$ cat src/rtl/ps2_kbd_matrix.sv
// PS/2 set-2 keyboard front end: filtered receiver, make/break decoder and an
// 8x8 key matrix read back through an active-high row select.
module ps2_kbd_matrix #(
    parameter int FILT_LEN = 16,
    parameter int FRAME_TO = 100000
) (
    input  logic       clk_sys,
    input  logic       reset,
    input  logic       ps2_clk,
    input  logic       ps2_dat,
    input  logic [7:0] addr,
    output logic [7:0] odata,
    output logic [2:0] shift,
    output logic [2:0] reset_key
);
    localparam int FW  = $clog2(FILT_LEN + 1);
    localparam int TOW = $clog2(FRAME_TO + 1);
    localparam logic [1:0] K_NONE = 2'd0, K_MAT = 2'd1, K_SHF = 2'd2, K_RST = 2'd3;

    logic [1:0] w_raw;
    logic [1:0] w_filt;
    assign w_raw = {ps2_dat, ps2_clk};

    // Both lines idle high, so the synchronisers and filters come out of reset high
    // and a line held low after reset produces a genuine edge.
    genvar gi;
    generate
        for (gi = 0; gi < 2; gi++) begin : g_filt
            logic          r_s1, r_s2, r_lvl;
            logic [FW-1:0] r_cnt;
            always_ff @(posedge clk_sys) begin
                if (reset) begin
                    r_s1  <= 1'b1;
                    r_s2  <= 1'b1;
                    r_lvl <= 1'b1;
                    r_cnt <= '0;
                end else begin
                    r_s1 <= w_raw[gi];
                    r_s2 <= r_s1;
                    if (r_s2 == r_lvl) begin
                        r_cnt <= '0;
                    end else if (r_cnt == FW'(FILT_LEN - 1)) begin
                        r_lvl <= r_s2;
                        r_cnt <= '0;
                    end else begin
                        r_cnt <= r_cnt + 1'b1;
                    end
                end
            end
            assign w_filt[gi] = r_lvl;
        end
    endgenerate

    logic           r_clk_prev;
    logic [3:0]     r_bit_cnt;
    logic [7:0]     r_rx_sr;
    logic           r_par;
    logic [TOW-1:0] r_to_cnt;
    logic [7:0]     r_byte;
    logic           r_byte_stb;
    logic           w_fall;

    assign w_fall = r_clk_prev & ~w_filt[0];

    always_ff @(posedge clk_sys) begin
        if (reset) begin
            r_clk_prev <= 1'b1;
            r_bit_cnt  <= '0;
            r_rx_sr    <= '0;
            r_par      <= 1'b0;
            r_to_cnt   <= '0;
            r_byte     <= '0;
            r_byte_stb <= 1'b0;
        end else begin
            r_clk_prev <= w_filt[0];
            r_byte_stb <= 1'b0;
            if (w_fall) begin
                r_to_cnt <= '0;
                if (r_bit_cnt == 4'd0) begin
                    if (!w_filt[1])
                        r_bit_cnt <= 4'd1;
                end else if (r_bit_cnt <= 4'd8) begin
                    r_rx_sr   <= {w_filt[1], r_rx_sr[7:1]};
                    r_bit_cnt <= r_bit_cnt + 4'd1;
                end else if (r_bit_cnt == 4'd9) begin
                    r_par     <= w_filt[1];
                    r_bit_cnt <= 4'd10;
                end else begin
                    // Stop bit: accept only with odd parity over data+parity and stop high.
                    if (w_filt[1] && (^{r_rx_sr, r_par})) begin
                        r_byte     <= r_rx_sr;
                        r_byte_stb <= 1'b1;
                    end
                    r_bit_cnt <= 4'd0;
                end
            end else if (r_bit_cnt != 4'd0) begin
                if (r_to_cnt == TOW'(FRAME_TO - 1)) begin
                    r_bit_cnt <= 4'd0;
                    r_to_cnt  <= '0;
                end else begin
                    r_to_cnt <= r_to_cnt + 1'b1;
                end
            end else begin
                r_to_cnt <= '0;
            end
        end
    end

    function automatic logic [7:0] m(input logic [2:0] row, input logic [2:0] col);
        return {K_MAT, row, col};
    endfunction

    // Returns {kind, row, col}; for shift/reset_key kinds the low bits give the bit index.
    function automatic logic [7:0] lookup(input logic ext, input logic [7:0] code);
        logic [7:0] res;
        res = {K_NONE, 6'd0};
        case ({ext, code})
            9'h00D: res = m(0, 0);  9'h05A: res = m(0, 2);  9'h066: res = m(0, 3);
            9'h16B: res = m(0, 4);  9'h175: res = m(0, 5);  9'h174: res = m(0, 6);
            9'h172: res = m(0, 7);
            9'h16C: res = m(1, 0);  9'h076: res = m(1, 1);  9'h005: res = m(1, 3);
            9'h006: res = m(1, 4);  9'h004: res = m(1, 5);  9'h00C: res = m(1, 6);
            9'h003: res = m(1, 7);
            9'h045: res = m(2, 0);  9'h016: res = m(2, 1);  9'h01E: res = m(2, 2);
            9'h026: res = m(2, 3);  9'h025: res = m(2, 4);  9'h02E: res = m(2, 5);
            9'h036: res = m(2, 6);  9'h03D: res = m(2, 7);
            9'h03E: res = m(3, 0);  9'h046: res = m(3, 1);  9'h04C: res = m(3, 2);
            9'h04E: res = m(3, 3);  9'h041: res = m(3, 4);  9'h055: res = m(3, 5);
            9'h049: res = m(3, 6);  9'h04A: res = m(3, 7);
            9'h00E: res = m(4, 0);  9'h01C: res = m(4, 1);  9'h032: res = m(4, 2);
            9'h021: res = m(4, 3);  9'h023: res = m(4, 4);  9'h024: res = m(4, 5);
            9'h02B: res = m(4, 6);  9'h034: res = m(4, 7);
            9'h033: res = m(5, 0);  9'h043: res = m(5, 1);  9'h03B: res = m(5, 2);
            9'h042: res = m(5, 3);  9'h04B: res = m(5, 4);  9'h03A: res = m(5, 5);
            9'h031: res = m(5, 6);  9'h044: res = m(5, 7);
            9'h04D: res = m(6, 0);  9'h015: res = m(6, 1);  9'h02D: res = m(6, 2);
            9'h01B: res = m(6, 3);  9'h02C: res = m(6, 4);  9'h03C: res = m(6, 5);
            9'h02A: res = m(6, 6);  9'h01D: res = m(6, 7);
            9'h022: res = m(7, 0);  9'h035: res = m(7, 1);  9'h01A: res = m(7, 2);
            9'h054: res = m(7, 3);  9'h05D: res = m(7, 4);  9'h05B: res = m(7, 5);
            9'h052: res = m(7, 6);  9'h029: res = m(7, 7);
            9'h012, 9'h059: res = {K_SHF, 6'd0};
            9'h014, 9'h114: res = {K_SHF, 6'd1};
            9'h058:         res = {K_SHF, 6'd2};
            9'h078:         res = {K_RST, 6'd0};
            9'h007:         res = {K_RST, 6'd1};
            9'h011, 9'h111: res = {K_RST, 6'd2};
            default:        res = {K_NONE, 6'd0};
        endcase
        return res;
    endfunction

    logic [63:0] r_matrix;
    logic [2:0]  r_shift;
    logic [2:0]  r_rkey;
    logic        r_ext;
    logic        r_brk;
    logic [2:0]  r_skip;
    logic [7:0]  w_lut;

    assign w_lut = lookup(r_ext, r_byte);

    always_ff @(posedge clk_sys) begin
        if (reset) begin
            r_matrix <= '0;
            r_shift  <= '0;
            r_rkey   <= '0;
            r_ext    <= 1'b0;
            r_brk    <= 1'b0;
            r_skip   <= '0;
        end else if (r_byte_stb) begin
            if (r_skip != 3'd0) begin
                r_skip <= r_skip - 3'd1;
            end else if (r_byte == 8'hE0) begin
                r_ext <= 1'b1;
            end else if (r_byte == 8'hF0) begin
                r_brk <= 1'b1;
            end else if (r_byte == 8'hE1) begin
                r_skip <= 3'd7;
            end else begin
                case (w_lut[7:6])
                    K_MAT:   r_matrix[w_lut[5:0]] <= ~r_brk;
                    K_SHF:   r_shift[w_lut[1:0]]  <= ~r_brk;
                    K_RST:   r_rkey[w_lut[1:0]]   <= ~r_brk;
                    default: ;
                endcase
                r_ext <= 1'b0;
                r_brk <= 1'b0;
            end
        end
    end

    logic [7:0] w_row [8];
    logic [7:0] w_or;
    logic [7:0] r_odata;

    generate
        for (gi = 0; gi < 8; gi++) begin : g_row
            assign w_row[gi] = addr[gi] ? r_matrix[gi*8 +: 8] : 8'h00;
        end
    endgenerate

    always_comb begin
        w_or = 8'h00;
        for (int i = 0; i < 8; i++)
            w_or = w_or | w_row[i];
    end

    always_ff @(posedge clk_sys) begin
        if (reset)
            r_odata <= 8'h00;
        else
            r_odata <= w_or;
    end

    assign odata     = r_odata;
    assign shift     = r_shift;
    assign reset_key = r_rkey;
endmodule

$ cat config.mk
export PLATFORM = sky130hd
export DESIGN_NAME = ps2_kbd_matrix
export DESIGN_NICKNAME = d
export VERILOG_FILES = /design/src/rtl/ps2_kbd_matrix.sv
export SDC_FILE = /design/constraint.sdc
export NUM_CORES = 1
export LEC_CHECK = 0
export BUFFER_PORTS_ARGS = -buffer_cell sky130_fd_sc_hd__buf_4
export CAP_MARGIN = 20
export CORE_ASPECT_RATIO = 1.75
export CORE_MARGIN = 5
export CORE_UTILIZATION = 60
export CTS_CLUSTER_DIAMETER = 40
export CTS_CLUSTER_SIZE = 20
export DETAILED_ROUTE_END_ITERATION = 6
export PLACE_DENSITY = 0.78
export REMOVE_ABC_BUFFERS = 1
export SETUP_SLACK_MARGIN = 0.15
export SYNTH_ARGS = -nofsm -noshare
export SYNTH_HDL_FRONTEND = slang
export SYNTH_SLANG_ARGS = --single-unit
$ cat constraint.sdc
create_clock -name clk_sys -period 3.6 [get_ports clk_sys]
set_clock_uncertainty 0.2 [all_clocks]
set_input_delay 0.36 -clock clk_sys [delete_from_list [all_inputs] [get_ports clk_sys]]
set_output_delay 0.36 -clock clk_sys [all_outputs]
set_load 0.02 [all_outputs]
# Yosys cells after proc, flatten, opt, wreduce, memory -nomap -nowiden
# Cells that the tools add are included.
[word_totals]
reg_bits = 139
wordCells = 203
[classes]
n_mux = 32
bitwise = 21
eq_ne = 89
n_addsub = 5
order_cmp = 5
reduce_logical = 29
[ops]
columns = ["operator", "count"]
rows = [
  ["8-bit one-hot mux with 68 select lines", 1],
  ["9-bit by 6-bit equality test with 1-bit output, second input constant", 23],
  ["9-bit by 7-bit equality test with 1-bit output, second input constant", 23],
  ["9-bit by 5-bit equality test with 1-bit output, second input constant", 10],
  ["64-bit bitwise mux", 1],
  ["8-bit 2-to-1 mux", 8],
  ["9-bit equality test, second input constant", 7],
  ["8-bit bitwise OR", 7],
  ["9-bit by 3-bit equality test with 1-bit output, second input constant", 4],
  ["4-bit 2-to-1 mux", 7],
  ["9-bit by 4-bit equality test with 1-bit output, second input constant", 3],
  ["8-bit equality test, second input constant", 3],
  ["6-bit AND reduction", 3],
  ["17-bit by 1-bit adder with 17-bit output, second input constant", 1],
  ["17-bit equality test, second input constant", 1],
  ["4-bit AND reduction", 4],
  ["1-bit inverter", 13],
  ["3-bit 2-to-1 mux", 4],
  ["5-bit by 1-bit adder with 5-bit output, second input constant", 2],
  ["5-bit by 4-bit equality test with 1-bit output, second input constant", 2],
  ["2-bit inequality test, second input constant", 5],
  ["9-bit by 2-bit equality test with 1-bit output, second input constant", 1],
  ["9-bit XOR reduction", 1],
  ["6-bit by 7-bit < comparator with 1-bit output, second input constant", 1],
  ["28 further kinds", 46],
]

# Depth between registers and ports, before layout
[depth]
word_depth = 8
ltp_mapped = 13

# Worst setup path after synthesis
# No wires, ideal clock.
[synth_path]
path_kind = "reg-to-reg"
startpoint = "reg r_byte[1]"
endpoint = "reg r_matrix[3]"
arrival_ns = 2.389
path_stages_with_launch = 12
synth_period_minus_slack_ns = 2.680
t_required_ns = 3.309
n_path_buf = 3
slack_ns = 0.920
path_cell_list = "dfxtp_1 > buf_4 > buf_6 > nor2b_4 > and3_1 > a211oi_2 > nand4_1 > or4b_1 > buf_6 > nor3_4 > a21oi_1 > a311oi_1"
[synth_via]
elab_chain_len = 8
[synth_lines]
columns = ["item", "line", "text"]
rows = [
  ["from (decl)", "59", "logic [7:0] r_byte;"],
  ["from (signal assigned)", "91", "r_byte <= r_rx_sr;"],
  ["9-bit by 5-bit equality test with 1-bit output, or another cell as far along", "117", "case ({ext, code})"],
  ["2-bit OR reduction", "117", ""],
  ["8-bit one-hot mux with 68 select lines", "117", ""],
  ["6-bit by 7-bit < comparator with 1-bit output (implied by the code) / 6-bit by 1-bit greater-or-equal comparator with 1-bit output (equally long branches)", "182", "K_MAT: r_matrix[w_lut[5:0]] <= ~r_brk;"],
  ["1-bit logical AND (implied by the code)", "182", ""],
  ["1-bit 2-to-1 mux (implied by the code)", "182", ""],
  ["1-bit demux with 6-bit select", "182", ""],
  ["64-bit bitwise mux", "182", ""],
  ["to (signal, indexed assignment)", "182", ""],
  ["to (decl)", "153", "logic [63:0] r_matrix;"],
]
# Several ways; a longest one is shown, not always the timed one.
# A chain may end at the register's enable or synchronous reset.

# Worst setup path after layout
[layout_path]
startpoint = "reg r_ext"
endpoint = "reg r_matrix[15]"
[layout_via]
elab_chain_len = 8
[layout_lines]
columns = ["item", "line", "text"]
rows = [
  ["from (decl)", "156", "logic r_ext;"],
  ["from (signal assigned)", "168", "r_ext <= 1'b0;"],
  ["from (signal assigned)", "175", "r_ext <= 1'b1;"],
  ["from (signal assigned)", "187", "r_ext <= 1'b0;"],
  ["9-bit by 5-bit equality test with 1-bit output, or another cell as far along", "117", ""],
  ["2-bit OR reduction", "117", ""],
  ["8-bit one-hot mux with 68 select lines (*)", "117", ""],
  ["6-bit by 7-bit < comparator with 1-bit output (implied by the code) / 6-bit by 1-bit greater-or-equal comparator with 1-bit output (equally long branches)", "182", ""],
  ["1-bit logical AND (implied by the code)", "182", ""],
  ["1-bit 2-to-1 mux (implied by the code)", "182", ""],
  ["1-bit demux with 6-bit select", "182", ""],
  ["64-bit bitwise mux", "182", ""],
]
# Mark *: on every way between the ends. The rest lies on a longest branch, timed or not.

==> impl_metrics.xml <==
<?xml version="1.0" encoding="UTF-8"?>
<metrics>
  <group name="grt">
    <metric name="busiest_layer" unit="">met2</metric>
    <metric name="grt.total_usage" unit="%">34.11</metric>
    <metric name="grt_pass1_wl" unit="um">38160</metric>
    <metric name="groute.layer.met2.usage" unit="%">62.29</metric>
    <metric name="grt-ovfl-total" unit="">0</metric>
    <metric name="number_of_antenna_violations_at_the_first_check_in_global_routing" unit="">0</metric>
    <metric name="maximum_number_of_pins_on_one_net_before_global_route_repair" unit="">77</metric>
    <metric name="grtUsageMet1" unit="%">33.18</metric>
    <metric name="first_global_vias" unit="">7128</metric>
    <metric name="grt.met3_usage" unit="%">6.660</metric>
  </group>
  <group name="die">
    <metric name="floorplan.initialDensity" unit="%">60.93</metric>
    <metric name="total_i_o_pin_count" unit="">26</metric>
    <metric name="placeableCoreArea" unit="mm^2">0.01200</metric>
    <metric name="die-area" unit="mm^2">0.01458</metric>
    <metric name="row_count" unit="">53</metric>
    <metric name="die_x" unit="um">93.46</metric>
    <metric name="die-height" unit="um">156.1</metric>
  </group>
  <group name="outcome">
    <metric name="violations" unit="">design-rule violations</metric>
    <metric name="run_status" unit="">complete, but fails checks</metric>
  </group>
  <group name="synthesis">
    <metric name="synth-edff-count" unit="">0</metric>
    <metric name="synth_xor_area_share" unit="%">3.952</metric>
    <metric name="synth_simple_gate_area_share" unit="%">24.12</metric>
    <metric name="synth.cell_area" unit="mm^2">0.007313</metric>
    <metric name="synth_seq_cells" unit="">139</metric>
    <metric name="yosysTopAreaCell" unit="">sky130_fd_sc_hd__dfxtp_1</metric>
    <metric name="synthDistinctLibCells" unit="">80</metric>
    <metric name="yosysTopAreaCellShare" unit="%">38.05</metric>
    <metric name="synth-main-ff-cell" unit="">sky130_fd_sc_hd__dfxtp_1</metric>
    <metric name="synth_fa_ha_area_share" unit="%">1.848</metric>
    <metric name="synth_warnings" unit="">0</metric>
    <metric name="synth_compound_gate_area_share" unit="%">24.14</metric>
    <metric name="synth.area.top_cells" unit="">sky130_fd_sc_hd__dfxtp_1 38%, sky130_fd_sc_hd__a21oi_1 5.5%, sky130_fd_sc_hd__nor2_1 4.2%, sky130_fd_sc_hd__a22oi_1 4.0%, sky130_fd_sc_hd__a311oi_1 4.0%</metric>
    <metric name="synth.area.mux_share" unit="%">2.874</metric>
    <metric name="synthArstFlopShare" unit="%">0</metric>
    <metric name="synth_area_per_cell" unit="um^2">8.696</metric>
    <metric name="post-synth-top-count-cell" unit="">sky130_fd_sc_hd__dfxtp_1</metric>
    <metric name="synth_top_family_by_area" unit="">compound AO/OA/AOI/OAI gates</metric>
    <metric name="synth-seq-area-share" unit="%">38.05</metric>
    <metric name="post_synth_most_frequent_cells" unit="">139 x sky130_fd_sc_hd__dfxtp_1, 82 x sky130_fd_sc_hd__nor2_1, 80 x sky130_fd_sc_hd__a21oi_1</metric>
    <metric name="syn_inst" unit="">841</metric>
  </group>
  <group name="clock_tree">
    <metric name="clock_sinks" unit="">139</metric>
    <metric name="cts_buffer_depth" unit="">2</metric>
    <metric name="clock_transition_at_the_registers_of_the_reported_paths" unit="ns">0.07</metric>
    <metric name="cts_htree_levels" unit="">4</metric>
    <metric name="clock_root_buffer" unit="">sky130_fd_sc_hd__clkbuf_16</metric>
    <metric name="cts_buffers" unit="">17</metric>
    <metric name="clkLatencyLatePin" unit="ns">0.43</metric>
    <metric name="cts_tree" unit="">done</metric>
  </group>
  <group name="setup_path">
    <metric name="critical_path_top_delay_cell" unit="">sky130_fd_sc_hd__nor4_1</metric>
    <metric name="timing.critical_path.slowest_cell_delay" unit="ns">0.56</metric>
    <metric name="worstPathCellList" unit="">or3_1, buf_4, buf_4, nor4_1, a21oi_1, nand4_1, o31ai_4, nor2_1, a21oi_1, nor3_1</metric>
    <metric name="critical_path.startpoint_type" unit="">register</metric>
    <metric name="worstPathArrival" unit="ns">3.55</metric>
    <metric name="cp.buffers_inverters" unit="">2</metric>
    <metric name="worstSetupPathType" unit="">register to register</metric>
    <metric name="crit_path_max_fanout" unit="">13</metric>
    <metric name="cp.required" unit="ns">3.72</metric>
    <metric name="worst_reg_to_reg_cells" unit="">10</metric>
    <metric name="critPathTopFamily" unit="">simple AND/OR/NAND/NOR gates</metric>
    <metric name="endpoint_kind" unit="">register</metric>
    <metric name="worstSetupPathDepth" unit="">10</metric>
  </group>
  <group name="timing">
    <metric name="clock.fmax" unit="GHz">0.2924</metric>
    <metric name="setup_slack" unit="ns">0.1799</metric>
    <metric name="final-max-slew-violation-count" unit="">0</metric>
    <metric name="hold_slack" unit="ns">0.1431</metric>
    <metric name="final_min_period" unit="ns">3.420</metric>
    <metric name="grt_setup_unrepaired" unit="">true</metric>
    <metric name="timing.final.hold_violations" unit="">0</metric>
    <metric name="period_share" unit="%">95.00</metric>
    <metric name="max_slew.worst_pin.slew" unit="ns">0.8205</metric>
    <metric name="timing.setup.tns" unit="ns">0</metric>
    <metric name="final-setup-viol-count" unit="">0</metric>
    <metric name="slew_headroom" unit="%">45.10</metric>
  </group>
  <group name="routing">
    <metric name="via_count" unit="">7173</metric>
    <metric name="totalWireLength" unit="um">24250</metric>
    <metric name="drtPass1Iterations" unit="">7</metric>
    <metric name="vias_per_inst" unit="">6.697</metric>
    <metric name="antenna_left" unit="">0</metric>
    <metric name="detail_route.wl_per_cell" unit="um">22.64</metric>
    <metric name="drt_iter0_markers" unit="">494</metric>
    <metric name="detailed_route_drc_error_count" unit="">1</metric>
  </group>
  <group name="flow_run">
    <metric name="timing.max_cap.violations" unit="">0</metric>
  </group>
  <group name="power">
    <metric name="peak_ir_drop_on_the_vdd_network" unit="uV">312.4</metric>
    <metric name="power.leakage" unit="nW">3.027</metric>
    <metric name="total_power_divided_by_cell_area" unit="mW/mm^2">386.8</metric>
  </group>
  <group name="finish">
    <metric name="layout-area-overhead-vs-synth" unit="%">18.80</metric>
    <metric name="layout.nets" unit="">915</metric>
    <metric name="finalCoreUtilization" unit="%">72.39</metric>
    <metric name="final_cell_area" unit="mm^2">0.008688</metric>
    <metric name="fill_cells" unit="">870</metric>
    <metric name="antenna_cells_inserted" unit="">0</metric>
    <metric name="drive_above_1_share" unit="%">19.54</metric>
  </group>
  <group name="worst_hold_path">
    <metric name="holdCritPathClass" unit="">input port to register</metric>
    <metric name="holdPathStages" unit="">2</metric>
  </group>
  <group name="place">
    <metric name="post_detailed_placement_cell_area" unit="mm^2">0.008006</metric>
    <metric name="io_buffers" unit="">25</metric>
    <metric name="place_congestion" unit="">1.090</metric>
    <metric name="pre_cts_slack" unit="ns">0.06501</metric>
    <metric name="dp_hpwl" unit="um">17520</metric>
  </group>
</metrics>
[worst paths after layout]
check | slack [ns] | endpoint | start
max reg2reg | 0.18 | r_matrix[15]$_SDFFE_PP0P_ | r_ext$_SDFFE_PP0P_
min reg2reg | 0.21 | g_filt[1].r_s2$_SDFF_PP1_ | g_filt[1].r_s1$_SDFF_PP1_
max | 0.18 | r_matrix[15]$_SDFFE_PP0P_ | r_ext$_SDFFE_PP0P_
min | 0.14 | r_bit_cnt[0]$_SDFFE_PP0P_ | reset
[sequential cells by signal (all words and copies together) (netlist names)]
| name | cells |
|---|---|
| r_par | 1 |
| g_filt.r_cnt | 10 |
| r_to_cnt | 17 |
| r_byte_stb | 1 |
| r_byte | 8 |
| r_bit_cnt | 4 |
| r_brk | 1 |
| g_filt.r_lvl | 2 |
| reset_key | 3 |
| r_rx_sr | 8 |
| g_filt.r_s1 | 2 |
| g_filt.r_s2 | 2 |
| r_ext | 1 |
| odata | 8 |
| shift | 3 |
| r_clk_prev | 1 |
| r_matrix | 64 |
| r_skip | 3 |
[report_power, final]
part	internal, W	switching, W	total, W
sequential	0.00154	0.00000127	0.00154
combinational	0.0000155	0.0000394	0.0000549
clock	0.000998	0.000767	0.00176
total	0.00255	0.000807	0.00336
[final cells by class]
cell class / instances / area, um^2 / share of cell area, %
multi-input combinational: 624 / 4223 / 48.60
sequential: 139 / 2793 / 32.14
tap: 165 / 206.4 / 2.376
timing repair buffer: 97 / 820.8 / 9.447
clock buffer: 18 / 439.2 / 5.055
inverter: 14 / 52.55 / 0.6048
clock inverter: 14 / 153.9 / 1.771
[cells by family after synthesis]
kind of cell             count (synthesis)
multiplexers                            21
XOR/XNOR                                33
AO/OA/AOI/OAI                          256
flip-flops                             139
adder cells (fa/ha/maj)                 11
AND/OR/NAND/NOR                        303
buffers and inverters                   78
[worst register-to-register path: cells and delay by family, from the launching register on]
family,cells,cell delay [ns]
and+or+nand+nor,5,1.91
DFF,1,0.40
buffers and inverters,2,0.35
AOI/OAI and AO/OA,3,0.45
[timing repair]
action | CTS | global route
endpoints found under the hold margin | 2 | 0
hold buffers | 2 | 0
buffers inserted | 0 | 0
endpoints found under the setup margin | 14 | 67
resized for setup | 5 | 16
[cell usage in the layout, fill, tap and decap left out, drive strengths merged, types with 15 or more instances in the layout]
cell,instances
a211oi,28
a21oi,80
a22oi,39
a311oi,33
and3,19
buf,95
clkbuf,18
dfxtp,139
inv,21
mux2i,21
nand2,23
nand2b,19
nand3,15
nor2,92
nor2b,19
nor3,24
nor4,15
o21ai,20
xnor2,17
xor2,16
[metal layers]
metal	vias to the layer above	routed length [um]
li1	3272	-
met1	3389	7901
met2	372	12950
met3	140	1280
met4	0	2118
met5	-	0
[through the flow]
stage	cells	total power [W]
after floorplan	777	0.001583
after global placement	1037	0.001626
after detailed placement	1037	0.001627
after CTS	1071	0.003359
after global routing	1071	0.003444
final	1071	0.003361
Power figures use the tool's default switching activity.
